### src/rtl/hazard_scoreboard.sv
// Load-use / RAW hazard tracker for a 5-stage pipeline: shadows the EXE and MEM
// destinations, raises a stall when an ID source collides with a pending write.
module hazard_scoreboard #(
  parameter int unsigned ADDRESS_LEN_REG_FILE = 4,
  parameter int unsigned STALL_CNT_LEN        = 16
) (
  input  logic                            clk,
  input  logic                            rst,
  input  logic                            ID_WB_EN,
  input  logic                            ID_MEM_R_EN,
  input  logic [ADDRESS_LEN_REG_FILE-1:0] ID_Dest,
  input  logic [ADDRESS_LEN_REG_FILE-1:0] Hazard_src1,
  input  logic [ADDRESS_LEN_REG_FILE-1:0] Hazard_src2,
  input  logic                            Two_src,
  input  logic                            Forward_EN,
  input  logic                            Flush,
  input  logic                            Freeze,
  output logic                            Hazard,
  output logic [ADDRESS_LEN_REG_FILE-1:0] EXE_busy_dest,
  output logic [ADDRESS_LEN_REG_FILE-1:0] MEM_busy_dest,
  output logic [STALL_CNT_LEN-1:0]        Stall_count
);

  typedef struct packed {
    logic                            wb;
    logic                            ld;
    logic [ADDRESS_LEN_REG_FILE-1:0] dest;
  } slot_t;

  localparam logic [STALL_CNT_LEN-1:0] CntMax = '1;

  slot_t                     exe_q, exe_d;
  slot_t                     mem_q, mem_d;
  logic [STALL_CNT_LEN-1:0]  cnt_q, cnt_d;

  logic exe_hit, mem_hit;

  // src2 only participates when the instruction really reads it.
  always_comb begin
    exe_hit = exe_q.wb && ((exe_q.dest == Hazard_src1) ||
                           (Two_src && (exe_q.dest == Hazard_src2)));
    mem_hit = mem_q.wb && ((mem_q.dest == Hazard_src1) ||
                           (Two_src && (mem_q.dest == Hazard_src2)));
  end

  // With forwarding only a load in EXE cannot be bypassed in time.
  always_comb begin
    Hazard = 1'b0;
    if (!Flush) begin
      if (Forward_EN) begin
        Hazard = exe_q.ld && exe_hit;
      end else begin
        Hazard = exe_hit || mem_hit;
      end
    end
  end

  always_comb begin
    exe_d = exe_q;
    mem_d = mem_q;
    cnt_d = cnt_q;
    if (!Freeze) begin
      mem_d = exe_q;
      if (Hazard || Flush) begin
        exe_d = '0;
      end else begin
        exe_d.wb   = ID_WB_EN;
        exe_d.ld   = ID_MEM_R_EN;
        exe_d.dest = ID_Dest;
      end
      if (Hazard && (cnt_q != CntMax)) begin
        cnt_d = cnt_q + 1'b1;
      end
    end
  end

  always_ff @(posedge clk) begin
    if (rst) begin
      exe_q <= '0;
      mem_q <= '0;
      cnt_q <= '0;
    end else begin
      exe_q <= exe_d;
      mem_q <= mem_d;
      cnt_q <= cnt_d;
    end
  end

  always_comb begin
    EXE_busy_dest = exe_q.wb ? exe_q.dest : '0;
    MEM_busy_dest = mem_q.wb ? mem_q.dest : '0;
    Stall_count   = cnt_q;
  end

endmodule

### config.mk
export PLATFORM = sky130hd
export DESIGN_NAME = hazard_scoreboard
export DESIGN_NICKNAME = d
export VERILOG_FILES = /design/src/rtl/hazard_scoreboard.sv
export SDC_FILE = /design/constraint.sdc
export NUM_CORES = 1
export LEC_CHECK = 0
export ABC_AREA = 1
export CAP_MARGIN = 25
export CORE_ASPECT_RATIO = 1.5
export CORE_MARGIN = 2
export CORE_UTILIZATION = 35
export DETAILED_ROUTE_END_ITERATION = 16
export GPL_TIMING_DRIVEN = 0
export SYNTH_ARGS = -nofsm -noshare
export SYNTH_HDL_FRONTEND = slang
export SYNTH_SLANG_ARGS = --single-unit
export TNS_END_PERCENT = 100
### constraint.sdc
create_clock -name clk -period 2.05 [get_ports clk]
set_input_delay 0.615 -clock clk [delete_from_list [all_inputs] [get_ports clk]]
set_output_delay 0.615 -clock clk [all_outputs]
set_load 0.05 [all_outputs]
==> results of run 1 <==
==> how the worst max path moves through the flow <==
stage | end | slack [ns]
final | Hazard | -0.08
after global routing | Hazard | -0.15
after CTS | Hazard | -0.22
after detailed placement | Hazard | -1.27
after global placement | Hazard | -1.28
after floorplan | Hazard | 0.01
==> worst register-to-register path: cells and delay by family (launching register included) <==
family                     cells  cell delay [ns]
adders and majority gates      1             0.20
and+or+nand+nor                9             1.00
buffers and inverters          1             0.15
DFF                            1             0.39
==> where the power goes <==
part	internal [mW]	switching (mW)	total, mW
registers	0.535	0.0144	0.549
clock network	0.136	0.170	0.306
logic	0.0711	0.0957	0.167
total	0.742	0.280	1.02
==> timing repair <==
action,4_1_cts,5_1_grt
gates resized for setup,59,39
setup endpoints to repair,38,6
pin swaps,11,16
setup buffers,2,1
==> cell type report <==
| cell class | count | area share (%) |
|---|---|---|
| inverters | 60 | 9.50 |
| multi-input cells | 187 | 43.1 |
| well taps | 66 | 3.48 |
| flip-flops and latches | 27 | 23.2 |
| clock buffers | 3 | 1.74 |
| repair buffers | 45 | 16.5 |
| plain buffers | 7 | 2.22 |
| clock inverters | 1 | 0.211 |
==> placed cells by master (no fill, tap or decap), types with 8 or more instances in the layout <==
master and instances:
nand2_1 68, inv_1 48, nand3_1 13, nor2_1 34, inv_2 10, dfxtp_1 21
nand4_2 8, dlygate4sd2_1 19, o21bai_1 10, a21oi_1 11
==> metrics by stage <==
step                      utilization [%]  cell area [um^2]  setup WS [ns]  hold WS (ns)
final                                48.5              2370        -0.0847         0.492
after global routing                 48.5              2370         -0.149         0.519
after global placement               47.2              2310          -1.28         0.457
after CTS                            48.3              2360         -0.223         0.496
after detailed placement             47.2              2310          -1.27         0.480
after floorplan                         -              1800         0.0133         0.445
==> per-layer routing <==
metal | up-vias | part of all wire [%]
li1 | 965 | -
met1 | 782 | 41
met2 | 36 | 54
met3 | 6 | 3.7
met4 | 0 | 1.5
met5 | - | 0
==> registers in the layout (all words and copies together) (netlist names) <==
name	cells
Stall_count	16
exe_q	6
mem_q	5
==> kinds of logic (layout without fill, tap and decap cells) <==
family | Yosys count | in the layout | share of synthesized area [%]
AO/OA/AOI/OAI | 29 | 29 | 9.64
XOR/XNOR | 6 | 6 | 2.93
adder cells (fa/ha/maj) | 1 | 1 | 0.698
buffers and inverters | 67 | 116 | 15.5
flip-flops | 27 | 27 | 30.2
AND/OR/NAND/NOR | 151 | 151 | 41.1
==> impl_metrics.yaml, run 1 <==
routing:
  drtPass1Iterations: 4
  drt_iter0_markers: 31
  vias: 1789
  ant_nets: 0
  viasPerCell: 4.52
  drc: 0
  wl_um: 4630
  wl_per_cell_um: 11.7
die:
  die_h_um: 91.6
  io_pins: 45
  die_width_um: 62.4
  coreArea_um2: 4890
  fp.dieArea_um2: 5720
  placement_rows: 31
  initial_core_util_pct: 36.7
yosys:
  async_flop_share_pct: 0
  ys.flop_type: "dfxtp_1"
  synthTopCellsByCount: "72 x nand2_1, 50 x inv_1, 38 x nor2_1"
  synth_largest_area_cell: "dfxtp_1"
  syn_avg_cell_area_um2: 6.38
  synth-edff-count: 0
  synth.distinct_cells: 30
  synth_cells: 281
  yosysSeqAreaShare_pct: 30.2
  syn_area_um2: 1790
  synthTopCellsByArea: "dfxtp_1 30%, nand2_1 15%, inv_1 10%"
  synth.most_common_cell: "nand2_1"
  ys_seq_elements: 27
  synth_fp_nets: 302
  yosys_warnings: 0
  synth_top_area_share_pct: 30.2
critical_path:
  critPathSlowestCell: "buf_6"
  r2r_slack_ns: 0.20
  crit_fanout: 3
  crit_top_cell: "buf_6"
  path_class: "primary input to primary output"
  reg2reg_to: "Stall_count[12]"
  critPathRequiredTime_ns: 1.43
  ff2ff_path_depth: 11
  cp.arrival_ns: 1.52
  cp_cell_sequence: "buf_6, xor2_2, nor2_2, nand2_1, nand2_2, nand2_4, a21oi_4, buf_6"
  reg2reg_from: "Stall_count[0]"
  cp_top_family: "simple AND/OR/NAND/NOR gates"
  start_kind: "primary input"
  worst_path_largest_cell_delay_ns: 0.17
  critPathCaptureType: "primary output"
  startpoint: "Hazard_src1[1]"
  path_depth: 8
  path_buf_inv: 2
sta:
  fin_crit_ns: 2.13
  rsz0062_at_grt: "true"
  fin_skew_ns: 0.00473
  finalSetupTns_ns: -0.0847
  fin_crit_sh_pct: 104
  slew_violations: 0
  hold_viol: 0
  max_slew_margin_pct: 65.0
  timing.final.setup_violations: 1
  max_freq_mhz: 468
  setup_ws_ns: -0.0847
  tightest_slew_ns: 0.526
cts:
  path_clk_slew_ns: 0.09
  cts-htree-levels: 1
  cts_hold_buf: 0
  clock_path_buffers: 2
  clk_latency_ns: 0.27
  numCtsBuffers: 3
  clock_sinks: 27
  cts_tree: "done"
  cts_root_buf: "clkbuf_8"
worst_hold_path:
  min-delay-start: "exe_q[4]"
  min_path_type: "flop to flop"
  holdPathEnd: "exe_q[4]"
  min_path_cells: 2
layout:
  final_nets: 352
  fin_cells: 396
  fillers: 518
  insertedDiodeCount: 0
  area_growth_pct: 32.3
  multiInputGateArea_um2: 1020
  final-seq-area_um2: 551
  drive_gt1_share_pct: 20.3
pwr:
  power.total_mw: 1.02
  peakVddDrop_v: 0.000227
  p_leak_nw: 1.23
  power_density_nw_per_um2: 431
global_routing:
  grt_pass1_wl_um: 7710
  use_met1_pct: 17.9
  overflow: 0
  antenna_found_initial: 0
  grtUsageTotal_pct: 16.7
  first_global_vias: 1718
  grt_max_degree: 16
  grt.busiest_layer: "met2"
  grtUsageMet3_pct: 2.33
  grtUsageMet2_pct: 33.0
place:
  place_inst: 389
  hpwl_um: 3560
  io_buffers: 42
  place.gp.congestion: 0.784
job:
  cap_violations: 0
run_status:
  violations: "setup timing"
  status: "complete, but fails checks"
(Power assumes the default switching activity.)
==> run 2: changes to the inputs <==
==> constraint.sdc (replaced) <==
create_clock -name clk -period 1.83 [get_ports clk]
set_input_delay 0.549 -clock clk [delete_from_list [all_inputs] [get_ports clk]]
set_output_delay 0.549 -clock clk [all_outputs]
set_load 0.05 [all_outputs]
==> run 2 against run 1 <==
  * The flow still finishes with violations (setup timing)
  * Non-clock buffer count grew 1
  * Power increased by 11%
  * Register-to-register slack got worse by 0.07 ns
  * Critical path depth stayed put
  * Sequential power rose by 12%
  * Global-route usage is 0.24 points lower
  * Utilization is 0.92 points higher
  * Setup slack got worse by 0.17 ns
==> impl_metrics.yaml, run 2 (synthesized netlist as in run 1, its figures left out) <==
global_routing:
  overflow: 0
  grt_max_degree: 15
  grt_pass1_wl_um: 7750
  grtUsageTotal_pct: 16.5
  antenna_found_initial: 0
  first_global_vias: 1753
critical_path:
  r2r_slack_ns: 0.13
  critPathRequiredTime_ns: 1.28
  crit_fanout: 3
  cp.arrival_ns: 1.53
  reg2reg_to: "Stall_count[14]"
  critPathSlowestCell: "clkdlybuf4s15_2"
  path_class: "primary input to primary output"
  critPathCaptureType: "primary output"
  path_buf_inv: 2
  start_kind: "primary input"
  reg2reg_from: "Stall_count[0]"
  cp_cell_sequence: "clkdlybuf4s15_2, xor2_1, nor2_2, nand2_1, nand2_2, nand2_4, a21oi_4, buf_6"
  ff2ff_path_depth: 11
  worst_path_largest_cell_delay_ns: 0.20
  cp_top_family: "buffers and inverters"
pwr:
  pwr-share-comb_pct: 16.1
  power_density_nw_per_um2: 470
  p_leak_nw: 1.22
  peakVddDrop_v: 0.000383
  pwr-share-clk_pct: 29.7
  power.total_mw: 1.13
  p_seq_share_pct: 54.2
  swShare_pct: 26.8
  p_int_uw: 831
  power_switching_uw: 304
sta:
  fin_crit_sh_pct: 114
  max_slew_margin_pct: 66.7
  tightest_slew_ns: 0.500
  rsz0062_at_grt: "true"
  fin_skew_ns: 0.00339
  fin_crit_ns: 2.08
  whs_ns: 0.472
  max_freq_mhz: 480
  setup_ws_ns: -0.253
  slew_violations: 0
  hold_viol: 0
  timing.final.setup_violations: 1
place:
  place.gp.congestion: 0.800
  io_buffers: 42
  hpwl_um: 3550
  place_ws_ns: -1.32
routing:
  drtPass1Iterations: 4
  viasPerCell: 4.55
  wl_um: 4550
  vias: 1808
  wl_per_cell_um: 11.5
  drc: 0
  drt_iter0_markers: 53
  ant_nets: 0
layout:
  fillers: 557
  drive_gt1_share_pct: 23.3
  fin_util_pct: 49.4
  final_nets: 353
  final_common_cell: "nand2_1"
  area_growth_pct: 34.8
  layout_common_cells: "70 x nand2_1, 48 x inv_1, 33 x nor2_1, 17 x dlygate4sd2_1, 16 x dfxtp_1"
  largest_reg_flops: 16
  insertedDiodeCount: 0
run_status:
  status: "complete, but fails checks"
  violations: "setup timing"
worst_hold_path:
  holdPathEnd: "exe_q[4]"
  min_path_type: "flop to flop"
  min_path_cells: 2
  min-delay-start: "exe_q[4]"
cts:
  clock_sinks: 27
  cts_tree: "done"
  path_clk_slew_ns: 0.09
  clock_path_buffers: 2
  numCtsBuffers: 3
  clk_latency_ns: 0.27
  cts-htree-levels: 1
  cts_root_buf: "clkbuf_8"
  cts_hold_buf: 0
die:
  io_pins: 45
  placement_rows: 31
  fp.dieArea_um2: 5720
  die_width_um: 62.4
  die_h_um: 91.6
  initial_core_util_pct: 36.7
  coreArea_um2: 4890
job:
  cap_violations: 0
## run 2: cell count changes in the layout (fill, tap and decap cells not counted), sizes merged
cell	previous run	this run
clkdlybuf4s15	3	8
clkbuf	11	8
buf	14	16
dlygate4sd2	19	17
clkdlybuf4s18	0	1
clkinv	3	2
dlymetal6s2s	1	0
## run 2: how the worst max path moves through the flow
stage          slack, ns            from      to  cells past startpoint
2_1_floorplan      -0.05  Hazard_src1[2]  Hazard                      6
3_5_place_dp       -1.32  Hazard_src2[3]  Hazard                     10
6_report           -0.25  Hazard_src1[0]  Hazard                      8
4_1_cts            -0.26  Hazard_src2[1]  Hazard                     10
3_3_place_gp       -1.33  Hazard_src2[3]  Hazard                     10
5_1_grt            -0.30        exe_q[1]  Hazard                      9
## run 2: power by group through the flow
stage	registers, mW	clock network (mW)	logic, mW
2_1_floorplan	0.624	0	0.110
3_3_place_gp	0.628	0	0.185
3_5_place_dp	0.628	0	0.185
4_1_cts	0.615	0.353	0.184
5_1_grt	0.617	0.378	0.204
6_report	0.614	0.337	0.183
## run 2: what timing repair did
action                                 4_1_cts  5_1_grt
endpoints found under the hold margin        0        0
setup buffers                                2        2
setup endpoints to repair                   47       23
gates resized for setup                     86       16
cloned                                       0        1
pin swaps                                   12       13
## run 2: metal layers
layer	part of all wire, %	vias to the layer above	global-route usage (%)
met1	40	807	17.4
li1	-	963	-
met5	0	-	0
met2	55	34	33.4
met4	0.83	0	3.89
met3	3.6	4	2.21
## run 2: cell type report
class / count / area, um^2 / area share (%)
plain buffers: 7 / 52.6 / 2.18
clock buffers: 4 / 45.0 / 1.87
inverters: 60 / 233 / 9.64
multi-input cells: 187 / 1030 / 42.5
flip-flops and latches: 27 / 557 / 23.1
well taps: 66 / 82.6 / 3.42
repair buffers: 46 / 418 / 17.3
## run 2: tightest hold or removal path, stage by stage (launching register included)
cell,delay (ns)
dfxtp_1,0.32
nand2_1,0.06
a21oi_1,0.05
## run 2: stage by stage
step	cells	cell area, um^2	TNS (ns)
CTS	395	2370	-0.259
finish	397	2410	-0.253
floorplan	281	1820	-0.0455
global route	397	2410	-0.302
detailed placement	389	2320	-11.27
global placement	389	2320	-11.05
==> run 3: changes to the inputs <==
==> constraint.sdc (replaced) <==
create_clock -name clk -period 2.4 [get_ports clk]
set_input_delay 0.72 -clock clk [delete_from_list [all_inputs] [get_ports clk]]
set_output_delay 0.72 -clock clk [all_outputs]
set_load 0.05 [all_outputs]
==> run 3 against run 2 <==
  * The run now ends clean
  * Flip-flop and latch count is the same
  * Cell count shrank 0.25%
  * Clock skew shrank 0.0013 ns
  * Utilization shrank 0.46 points
  * Clock power shrank 23%
  * Global-route usage shrank 0.14 points
  * Die area is the same
  * Critical endpoint unchanged
==> impl_metrics.yaml, run 3 (synthesized netlist as in run 1, its figures left out) <==
critical_path:
  path_buf_inv: 2
  cp.arrival_ns: 1.63
  r2r_slack_ns: 0.58
  crit_fanout: 3
  cp_cell_sequence: "buf_2, xor2_1, nor2_1, nand2_1, nand2_2, nand2_4, a21oi_4, buf_6"
  worst_path_largest_cell_delay_ns: 0.18
  ff2ff_path_depth: 14
  startpoint: "Hazard_src1[3]"
  cp_top_family: "simple AND/OR/NAND/NOR gates"
  reg2reg_from: "mem_q[2]"
  start_kind: "primary input"
  critPathRequiredTime_ns: 1.68
  path_depth: 8
  path_class: "primary input to primary output"
  critPathSlowestCell: "buf_6"
  endpoint: "Hazard"
  critPathCaptureType: "primary output"
  reg2reg_to: "Stall_count[6]"
global_routing:
  grt_max_degree: 15
  grtUsageTotal_pct: 16.3
  first_global_vias: 1748
  antenna_found_initial: 0
  overflow: 0
  grt_pass1_wl_um: 7690
cts:
  cts_tree: "done"
  cts-htree-levels: 1
  clk_latency_ns: 0.27
  numCtsBuffers: 3
  path_clk_slew_ns: 0.09
  cts_root_buf: "clkbuf_8"
  clock_sinks: 27
  clock_path_buffers: 2
layout:
  area_growth_pct: 33.5
  final_nets: 352
  insertedDiodeCount: 0
  final_common_cell: "nand2_1"
  fin_util_pct: 49.0
  postLayoutCellArea_um2: 2390
  layout_common_cells: "71 x nand2_1, 48 x inv_1, 34 x nor2_1, 27 x dfxtp_1, 23 x clkdlybuf4s50_1"
  drive_gt1_share_pct: 16.7
  largest_reg_flops: 16
sta:
  fin_crit_ns: 2.35
  fin_crit_sh_pct: 97.9
  tightest_slew_ns: 0.509
  hold_viol: 0
  timing.final.setup_violations: 0
  max_slew_margin_pct: 66.0
  rsz0062_at_grt: "true"
  whs_ns: 0.474
  max_freq_mhz: 426
  slew_violations: 0
  fin_skew_ns: 0.00211
routing:
  drtPass1Iterations: 4
  ant_nets: 0
  wl_um: 4430
  drc: 0
  drt_iter0_markers: 62
  vias: 1791
  wl_per_cell_um: 11.2
  viasPerCell: 4.52
place:
  place.gp.congestion: 0.772
  io_buffers: 42
  hpwl_um: 3490
  placed_area_um2: 2300
die:
  fp.dieArea_um2: 5720
  initial_core_util_pct: 36.7
  die_width_um: 62.4
  placement_rows: 31
  coreArea_um2: 4890
  die_h_um: 91.6
  io_pins: 45
pwr:
  power_density_nw_per_um2: 363
  peakVddDrop_v: 0.000225
  p_leak_nw: 1.22
worst_hold_path:
  min_path_type: "flop to flop"
run_status:
  status: "finished, final reports clean"
job:
  cap_violations: 0
[run 3: cell count changes in the layout (fill, tap and decap cells not counted), moves of 2 or more]
cell             previous run  this run
buf_2                       9         4
buf_4                       3         5
buf_6                       2         6
clkdlybuf4s15_2             8         0
clkdlybuf4s50_1             7        23
dfxtp_1                    16        27
dfxtp_2                    10         0
dlygate4sd2_1              17         5
dlymetal6s2s_1              0         4
[run 3: repair_timing]
action	4_1_cts	5_1_grt
hold buffers	0	0
resized for setup	54	16
buffers inserted	2	1
setup endpoints to repair	5	5
pin swaps	10	12
[run 3: how the worst min path moves through the flow]
stage               cells past startpoint  slack, ns  startpoint        to
floorplan                               2       0.45    exe_q[4]  exe_q[4]
global placement                        2       0.45    exe_q[4]  exe_q[4]
finish                                  2       0.47    exe_q[4]  exe_q[4]
CTS                                     2       0.47    exe_q[4]  exe_q[4]
global route                            2       0.50    exe_q[4]  exe_q[4]
detailed placement                      2       0.46    exe_q[4]  exe_q[4]
[run 3: routing by layer]
layer / up-vias / share of wire [%] / GRT usage, %
met5: - / 0 / 0
met4: 0 / 0.70 / 4.44
met3: 2 / 3.6 / 2.09
met2: 36 / 56 / 32.4
met1: 790 / 40 / 17.7
li1: 963 / - / -
[run 3: stage by stage]
stage / worst slack (ns) / cells / setup TNS (ns) / total power [mW]
floorplan: 0.0236 / 281 / 0 / 0.559
global placement: -1.09 / 389 / -1.16 / 0.618
detailed placement: -1.09 / 389 / -1.25 / 0.618
CTS: 0.00983 / 395 / 0 / 0.874
global route: -0.00981 / 396 / -0.00981 / 0.918
finish: 0.0506 / 396 / 0 / 0.869
[run 3: worst register-to-register path, delay by kind of cell, from the launching register on]
kind,cells,cell delay (ns)
AND/OR/NAND/NOR,9,0.67
buffers and inverters,4,0.47
flip-flops,1,0.44
AO/OA/AOI/OAI,1,0.14
[run 3: report_power, final]
group	internal, mW	leakage, nW	switching, mW
registers	0.456	0.219	0.0121
clock network	0.119	0.0228	0.140
logic	0.0617	0.974	0.0799
[run 3: final cells by class]
| cell class | instances | area (um^2) |
|---|---|---|
| well taps | 66 | 82.6 |
| inverters | 60 | 225 |
| clock buffers | 4 | 45.0 |
| multi-input cells | 187 | 1010 |
| repair buffers | 45 | 433 |
| flip-flops and latches | 27 | 541 |
| plain buffers | 7 | 52.6 |
| fillers | 542 | 2490 |
